File: src/rtl/game_pkg.sv
// Shared definitions for the game control FSM and datapath debug logic.
package game_pkg;

  // Control FSM state encoding
  typedef enum logic [3:0] {
    S_RESET  = 4'd0,
    S_INIT   = 4'd1,
    S_DRAW   = 4'd2,
    S_IDLE   = 4'd3,
    S_UP     = 4'd4,
    S_DOWN   = 4'd5,
    S_LEFT   = 4'd6,
    S_RIGHT  = 4'd7,
    S_ATTACK = 4'd8
  } state_t;

  // Command line ordering on the control bus to the datapath
  localparam int unsigned NUM_CMDS   = 8;
  localparam int unsigned CMD_INIT   = 0;
  localparam int unsigned CMD_IDLE   = 1;
  localparam int unsigned CMD_ATTACK = 2;
  localparam int unsigned CMD_UP     = 3;
  localparam int unsigned CMD_DOWN   = 4;
  localparam int unsigned CMD_LEFT   = 5;
  localparam int unsigned CMD_RIGHT  = 6;
  localparam int unsigned CMD_DRAW   = 7;

  // Button bit positions inside the synchronizer vector
  localparam int unsigned NUM_BTNS   = 5;
  localparam int unsigned BTN_UP     = 0;
  localparam int unsigned BTN_DOWN   = 1;
  localparam int unsigned BTN_LEFT   = 2;
  localparam int unsigned BTN_RIGHT  = 3;
  localparam int unsigned BTN_ATTACK = 4;

  typedef logic [NUM_CMDS-1:0] cmd_t;

  // One-hot command word asserted while the FSM sits in a given state
  function automatic cmd_t cmd_of(state_t s);
    cmd_t c;
    c = '0;
    case (s)
      S_INIT:   c[CMD_INIT]   = 1'b1;
      S_DRAW:   c[CMD_DRAW]   = 1'b1;
      S_IDLE:   c[CMD_IDLE]   = 1'b1;
      S_UP:     c[CMD_UP]     = 1'b1;
      S_DOWN:   c[CMD_DOWN]   = 1'b1;
      S_LEFT:   c[CMD_LEFT]   = 1'b1;
      S_RIGHT:  c[CMD_RIGHT]  = 1'b1;
      S_ATTACK: c[CMD_ATTACK] = 1'b1;
      default:  c = '0;
    endcase
    return c;
  endfunction

endpackage

File: src/rtl/frame_tick.sv
// Free-running rate divider: one-cycle tick every FRAME_DIV clocks.
module frame_tick #(
  parameter int unsigned FRAME_DIV = 833_333
) (
  input  logic clock,
  input  logic reset,
  output logic tick
);

  localparam int unsigned CNT_W = (FRAME_DIV > 1) ? $clog2(FRAME_DIV) : 1;
  localparam logic [CNT_W-1:0] LAST = CNT_W'(FRAME_DIV - 1);

  logic [CNT_W-1:0] r_cnt;
  logic [CNT_W-1:0] w_cnt_next;
  logic             r_tick;

  assign w_cnt_next = (r_cnt == LAST) ? '0 : r_cnt + CNT_W'(1);
  assign tick       = r_tick;

  // Counter wraps at FRAME_DIV-1; tick is registered so it is high exactly while count == LAST
  always_ff @(posedge clock) begin
    if (reset) begin
      r_cnt  <= '0;
      r_tick <= (LAST == '0);
    end else begin
      r_cnt  <= w_cnt_next;
      r_tick <= (w_cnt_next == LAST);
    end
  end

endmodule

File: src/rtl/game_control.sv
// Game control FSM: turns synchronized buttons into one-hot datapath commands per frame.
module game_control
  import game_pkg::*;
#(
  parameter int unsigned FRAME_DIV     = 833_333,
  parameter int unsigned ATTACK_FRAMES = 15
) (
  input  logic clock,
  input  logic reset,
  input  logic btn_up,
  input  logic btn_down,
  input  logic btn_left,
  input  logic btn_right,
  input  logic btn_attack,
  input  logic draw_done,
  output logic init,
  output logic idle,
  output logic attack,
  output logic up,
  output logic down,
  output logic left,
  output logic right,
  output logic draw
);

  localparam int unsigned ATK_W = $clog2(ATTACK_FRAMES + 1);

  logic [NUM_BTNS-1:0] w_btn_raw;
  logic [NUM_BTNS-1:0] r_sync1;
  logic [NUM_BTNS-1:0] r_sync2;
  logic                w_tick;
  logic                w_up;
  logic                w_down;
  logic                w_left;
  logic                w_right;
  logic                w_atk;

  state_t              r_state;
  cmd_t                r_cmd;
  logic                r_tick_pending;
  logic                r_atk_armed;
  logic [ATK_W-1:0]    r_atk_cnt;

  assign w_btn_raw = {btn_attack, btn_right, btn_left, btn_down, btn_up};
  assign w_up      = r_sync2[BTN_UP];
  assign w_down    = r_sync2[BTN_DOWN];
  assign w_left    = r_sync2[BTN_LEFT];
  assign w_right   = r_sync2[BTN_RIGHT];
  assign w_atk     = r_sync2[BTN_ATTACK];

  frame_tick #(
    .FRAME_DIV (FRAME_DIV)
  ) u_frame_tick (
    .clock (clock),
    .reset (reset),
    .tick  (w_tick)
  );

  // Two-flop synchronizer for the asynchronous buttons
  always_ff @(posedge clock) begin
    if (reset) begin
      r_sync1 <= '0;
      r_sync2 <= '0;
    end else begin
      r_sync1 <= w_btn_raw;
      r_sync2 <= r_sync1;
    end
  end

  // Control FSM with its frame bookkeeping; r_cmd always tracks the next state
  always_ff @(posedge clock) begin
    if (reset) begin
      r_state        <= S_RESET;
      r_cmd          <= '0;
      r_tick_pending <= 1'b0;
      r_atk_cnt      <= '0;
      r_atk_armed    <= 1'b1;
    end else begin
      if (!w_atk) r_atk_armed <= 1'b1;
      if (w_tick) r_tick_pending <= 1'b1;

      case (r_state)
        S_RESET: begin
          r_state <= S_INIT;
          r_cmd   <= cmd_of(S_INIT);
        end
        S_INIT, S_UP, S_DOWN, S_LEFT, S_RIGHT: begin
          r_state <= S_DRAW;
          r_cmd   <= cmd_of(S_DRAW);
        end
        S_DRAW: begin
          if (draw_done) begin
            r_state <= S_IDLE;
            r_cmd   <= cmd_of(S_IDLE);
          end
        end
        S_IDLE: begin
          if (r_tick_pending) begin
            // A tick landing on the service cycle keeps the flag set
            if (!w_tick) r_tick_pending <= 1'b0;
            if (w_atk && r_atk_armed) begin
              r_state     <= S_ATTACK;
              r_cmd       <= cmd_of(S_ATTACK);
              r_atk_armed <= 1'b0;
              r_atk_cnt   <= ATK_W'(ATTACK_FRAMES);
            end else if (w_up) begin
              r_state <= S_UP;
              r_cmd   <= cmd_of(S_UP);
            end else if (w_down) begin
              r_state <= S_DOWN;
              r_cmd   <= cmd_of(S_DOWN);
            end else if (w_left) begin
              r_state <= S_LEFT;
              r_cmd   <= cmd_of(S_LEFT);
            end else if (w_right) begin
              r_state <= S_RIGHT;
              r_cmd   <= cmd_of(S_RIGHT);
            end
          end
        end
        S_ATTACK: begin
          if (r_atk_cnt == '0) begin
            r_state <= S_DRAW;
            r_cmd   <= cmd_of(S_DRAW);
          end else if (w_tick) begin
            r_atk_cnt <= r_atk_cnt - ATK_W'(1);
          end
        end
        default: begin
          r_state <= S_RESET;
          r_cmd   <= '0;
        end
      endcase
    end
  end

  assign init   = r_cmd[CMD_INIT];
  assign idle   = r_cmd[CMD_IDLE];
  assign attack = r_cmd[CMD_ATTACK];
  assign up     = r_cmd[CMD_UP];
  assign down   = r_cmd[CMD_DOWN];
  assign left   = r_cmd[CMD_LEFT];
  assign right  = r_cmd[CMD_RIGHT];
  assign draw   = r_cmd[CMD_DRAW];

endmodule

File: config.mk
export PLATFORM = sky130hd
export DESIGN_NAME = game_control
export DESIGN_NICKNAME = d
export VERILOG_FILES = /design/src/rtl/game_pkg.sv /design/src/rtl/frame_tick.sv /design/src/rtl/game_control.sv
export SDC_FILE = /design/constraint.sdc
export NUM_CORES = 1
export LEC_CHECK = 0
export ABC_AREA = 1
export CAP_MARGIN = 20
export CORE_ASPECT_RATIO = 1.1
export CORE_MARGIN = 5
export CORE_UTILIZATION = 63
export CTS_CLUSTER_DIAMETER = 200
export CTS_CLUSTER_SIZE = 20
export DETAILED_ROUTE_END_ITERATION = 6
export PLACE_DENSITY = 0.87
export SYNTH_ARGS = -nofsm -noshare
export SYNTH_HDL_FRONTEND = slang
export SYNTH_SLANG_ARGS = --single-unit
File: constraint.sdc
create_clock -name clock -period 2.87 [get_ports clock]
set_clock_uncertainty 0.2 [all_clocks]
set_input_delay 0.4305 -clock clock [delete_from_list [all_inputs] [get_ports clock]]
set_output_delay 0.4305 -clock clock [all_outputs]
set_load 0.1 [all_outputs]
==> reports/results.txt <==
run status - finished clean
Pwr Density - 651.9 mW/mm²
slew of the pin with the lowest slew margin - 0.3511 ns
number of enable-type register cells in the synthesized netlist - 0
initial antenna violation count - 0
final worst-path setup slack - 0.8608 ns
vias in the first global route - 2170
multi-input gate area in the final layout - 0.001236 mm²
number of register bits inferred by synthesis - 48
Worst Path Max Fanout - 11
portion of synthesized cell area occupied by the leading cell type - 0.3959
last weighted congestion value of the routability-driven placer - 0.9237
Max-Slew Margin vs Limit - 0.7639
startpoint type of the worst setup path - flop
Total Power - 1.761 mW
floorplan core area - 0.003684 mm²
share of final-layout standard cells stronger than drive strength 1 - 0.1068
GRT Total Usage - 0.2127
row cnt - 23
DRC Markers - 0
hold-fix buffers at CTS - 0
Final #Nets - 394
number of cells traversed by the worst register-to-register path - 10
main flop type after synthesis - dfxtp_1
number of I/O pins - 16
Synth Area per Inst - 6.650 µm²
kind of end point of the critical path - flop
Fin. Hold Viols - 0
final setup violating endpoints - 0
final routed wire length divided by cell count - 11.90 µm
Synth cell types - 30
Post-Syn Nets - 376
setup total negative slack - 0 ns
library cell used as clock root buffer - clkbuf_8
min-delay worst type - reg -> reg
start-to-end type of the worst setup path - reg -> reg
final clock period utilization by the worst path - 0.7001
first-pass GRT wire length - 8997 µm
number of gates given a new drive strength after cts - 0
data required time of the worst path - 2.87 ns
routed wire length - 5165 µm
Die Height - 75.10 µm
CTS Sinks - 48
leading cell types by total area after synthesis - dfxtp_1 (40%), nand2_1 (13%), nor2_1 (12%), inv_1 (8.2%), nand3_1 (4.9%)
via count - 2235
setup repair after global routing missed its margin - false
clk slew on worst S/H paths - 0.09 ns
Max Clock Freq - 0.4977 GHz
CTS HTree Levels - 2
list of most frequent post-synthesis cells - nand2_1 (83), nor2_1 (75), inv_1 (53)
DRT iter0 DRCs - 97
number of warnings reported in the yosys synthesis log - 0
largest area contributor in the netlist - dfxtp_1
antenna-violating nets left - 0
Pre-Repair DR Iteration Count - 6
Post-Synthesis Cells - 365
maximum count of clock buffers along a single path - 2
share of async-settable or async-resettable flops after synthesis - 0
clock tree from TritonCTS - built
Area Growth Syn to Fin - 11.29%
fill count - 323
dominant cell by count in the synthesized netlist - nand2_1
number of clock buffers inserted by TritonCTS - 5
arrival time of the worst setup path - 2.01 ns
worst vdd rail ir drop - 0.3150 mV
count of max-cap constraint violations - 0
Antenna Cells - 0
number of buffers inserted by post-CTS setup repair - 0
minimum period implied by the final worst setup slack - 2.009 ns
effective utilization at floorplan - 0.6590
register cell area after layout - 960.9 µm²
Die Footprint - 0.005196 mm²
number of buffer cells added on primary ports - 15
worst slack, placed - 0.7111 ns
netlist area before placement - 0.002427 mm²
HPWL after detailed placement - 3907 µm
Pins Over Slew Limit - 0
largest net degree at the start of global routing - 34
aggregate global routing overflow - 0
leakage power summed over all cells - 1.177 nW
sequential fraction of the synthesis area - 0.3959
clk_lat worst skew - 0.30 ns
number of cells on the worst hold path - 2
die extent in x - 69.19 µm
Via density - 5.150
[report_power, final]
part	switching, mW	internal, mW	leakage (nW)	total [mW]
Sequential	0.0556	0.730	0.391	0.786
Combinational	0.404	0.149	0.734	0.553
Clock	0.225	0.197	0.0516	0.422
[critical path, cell delays in order (launching register included)]
cell	delay (ns)
dfxtp_1	0.38
nor2_2	0.16
nand3_2	0.14
inv_2	0.12
nand2_1	0.11
o31ai_1	0.13
nor2_1	0.08
nand2_1	0.25
inv_1	0.17
nor2_1	0.12
nor2_1	0.05
[state kept, by name, summed over array words and instances, names as in the netlist]
| signal | cells |
|---|---|
| u_frame_tick.tick | 1 |
| r_sync1 | 5 |
| r_state | 3 |
| r_cmd | 8 |
| r_atk_armed | 1 |
| r_tick_pending | 1 |
| r_atk_cnt | 4 |
| r_sync2 | 5 |
| u_frame_tick.r_cnt | 20 |
[cells by family (layout without fill, tap and decap cells)]
logic type / after synthesis / in the layout / share of synthesized area
XOR/XNOR: 4 / 4 / 0.01444
AND/OR/NAND/NOR: 221 / 221 / 0.4134
flip-flops: 48 / 48 / 0.3959
buffers and inverters: 60 / 79 / 0.09484
adder cells (fa/ha/maj): 3 / 3 / 0.01547
AO/OA/AOI/OAI: 29 / 29 / 0.06598
[cell usage in the layout, fill, tap and decap left out, drive strengths merged]
master	netlist	layout
a21oi	10	10
a31oi	1	1
and3	1	1
buf	1	9
clkbuf	4	6
clkdlybuf4s50	0	7
clkinv	1	2
dfxtp	48	48
ha	3	3
inv	54	55
nand2	88	88
nand3	28	28
nand3b	1	1
nand4	5	5
nor2	86	86
nor2b	1	1
nor3	8	8
nor4	3	3
o21ai	14	14
o21bai	3	3
o31ai	1	1
xnor2	2	2
xor2	2	2
[final timing paths]
check / start / endpoint / slack, ns
setup / recovery: r_state[0]$_SDFFE_PP0P_ / r_cmd[6]$_SDFFE_PP0P_ / 0.86
hold / removal: r_sync1[3]$_SDFF_PP0_ / r_sync2[3]$_SDFF_PP0_ / 0.21
setup reg to reg: r_state[0]$_SDFFE_PP0P_ / r_cmd[6]$_SDFFE_PP0P_ / 0.86
hold reg to reg: r_sync1[3]$_SDFF_PP0_ / r_sync2[3]$_SDFF_PP0_ / 0.21
[area by class of cell]
type	count	share of cell area
multi-input combinational	257	0.4576
sequential	48	0.3557
clock inverter	2	0.005095
clock buffer	6	0.03057
tap	50	0.02316
timing repair buffer	16	0.05095
inverter	55	0.07689
[metal layers]
metal | part of all wire | vias to the layer above | GRT usage
li1 | - | 1173 | -
met1 | 0.43 | 975 | 0.2375
met2 | 0.49 | 69 | 0.3909
met3 | 0.048 | 18 | 0.04139
met4 | 0.039 | 0 | 0.1106
met5 | 0 | - | 0
[stage by stage]
stage | std cells | utilization | cell area [µm²] | hold WS (ns)
after detailed placement | 426 | 0.7072 | 2605 | 0.1948
after global routing | 434 | 0.7334 | 2701 | 0.2245
after global placement | 426 | 0.7072 | 2605 | 0.1917
final | 434 | 0.7334 | 2701 | 0.2074
after CTS | 434 | 0.7334 | 2701 | 0.2078
after floorplan | 365 | - | 2427 | 0.1807
Power figures use the tool's default switching activity.
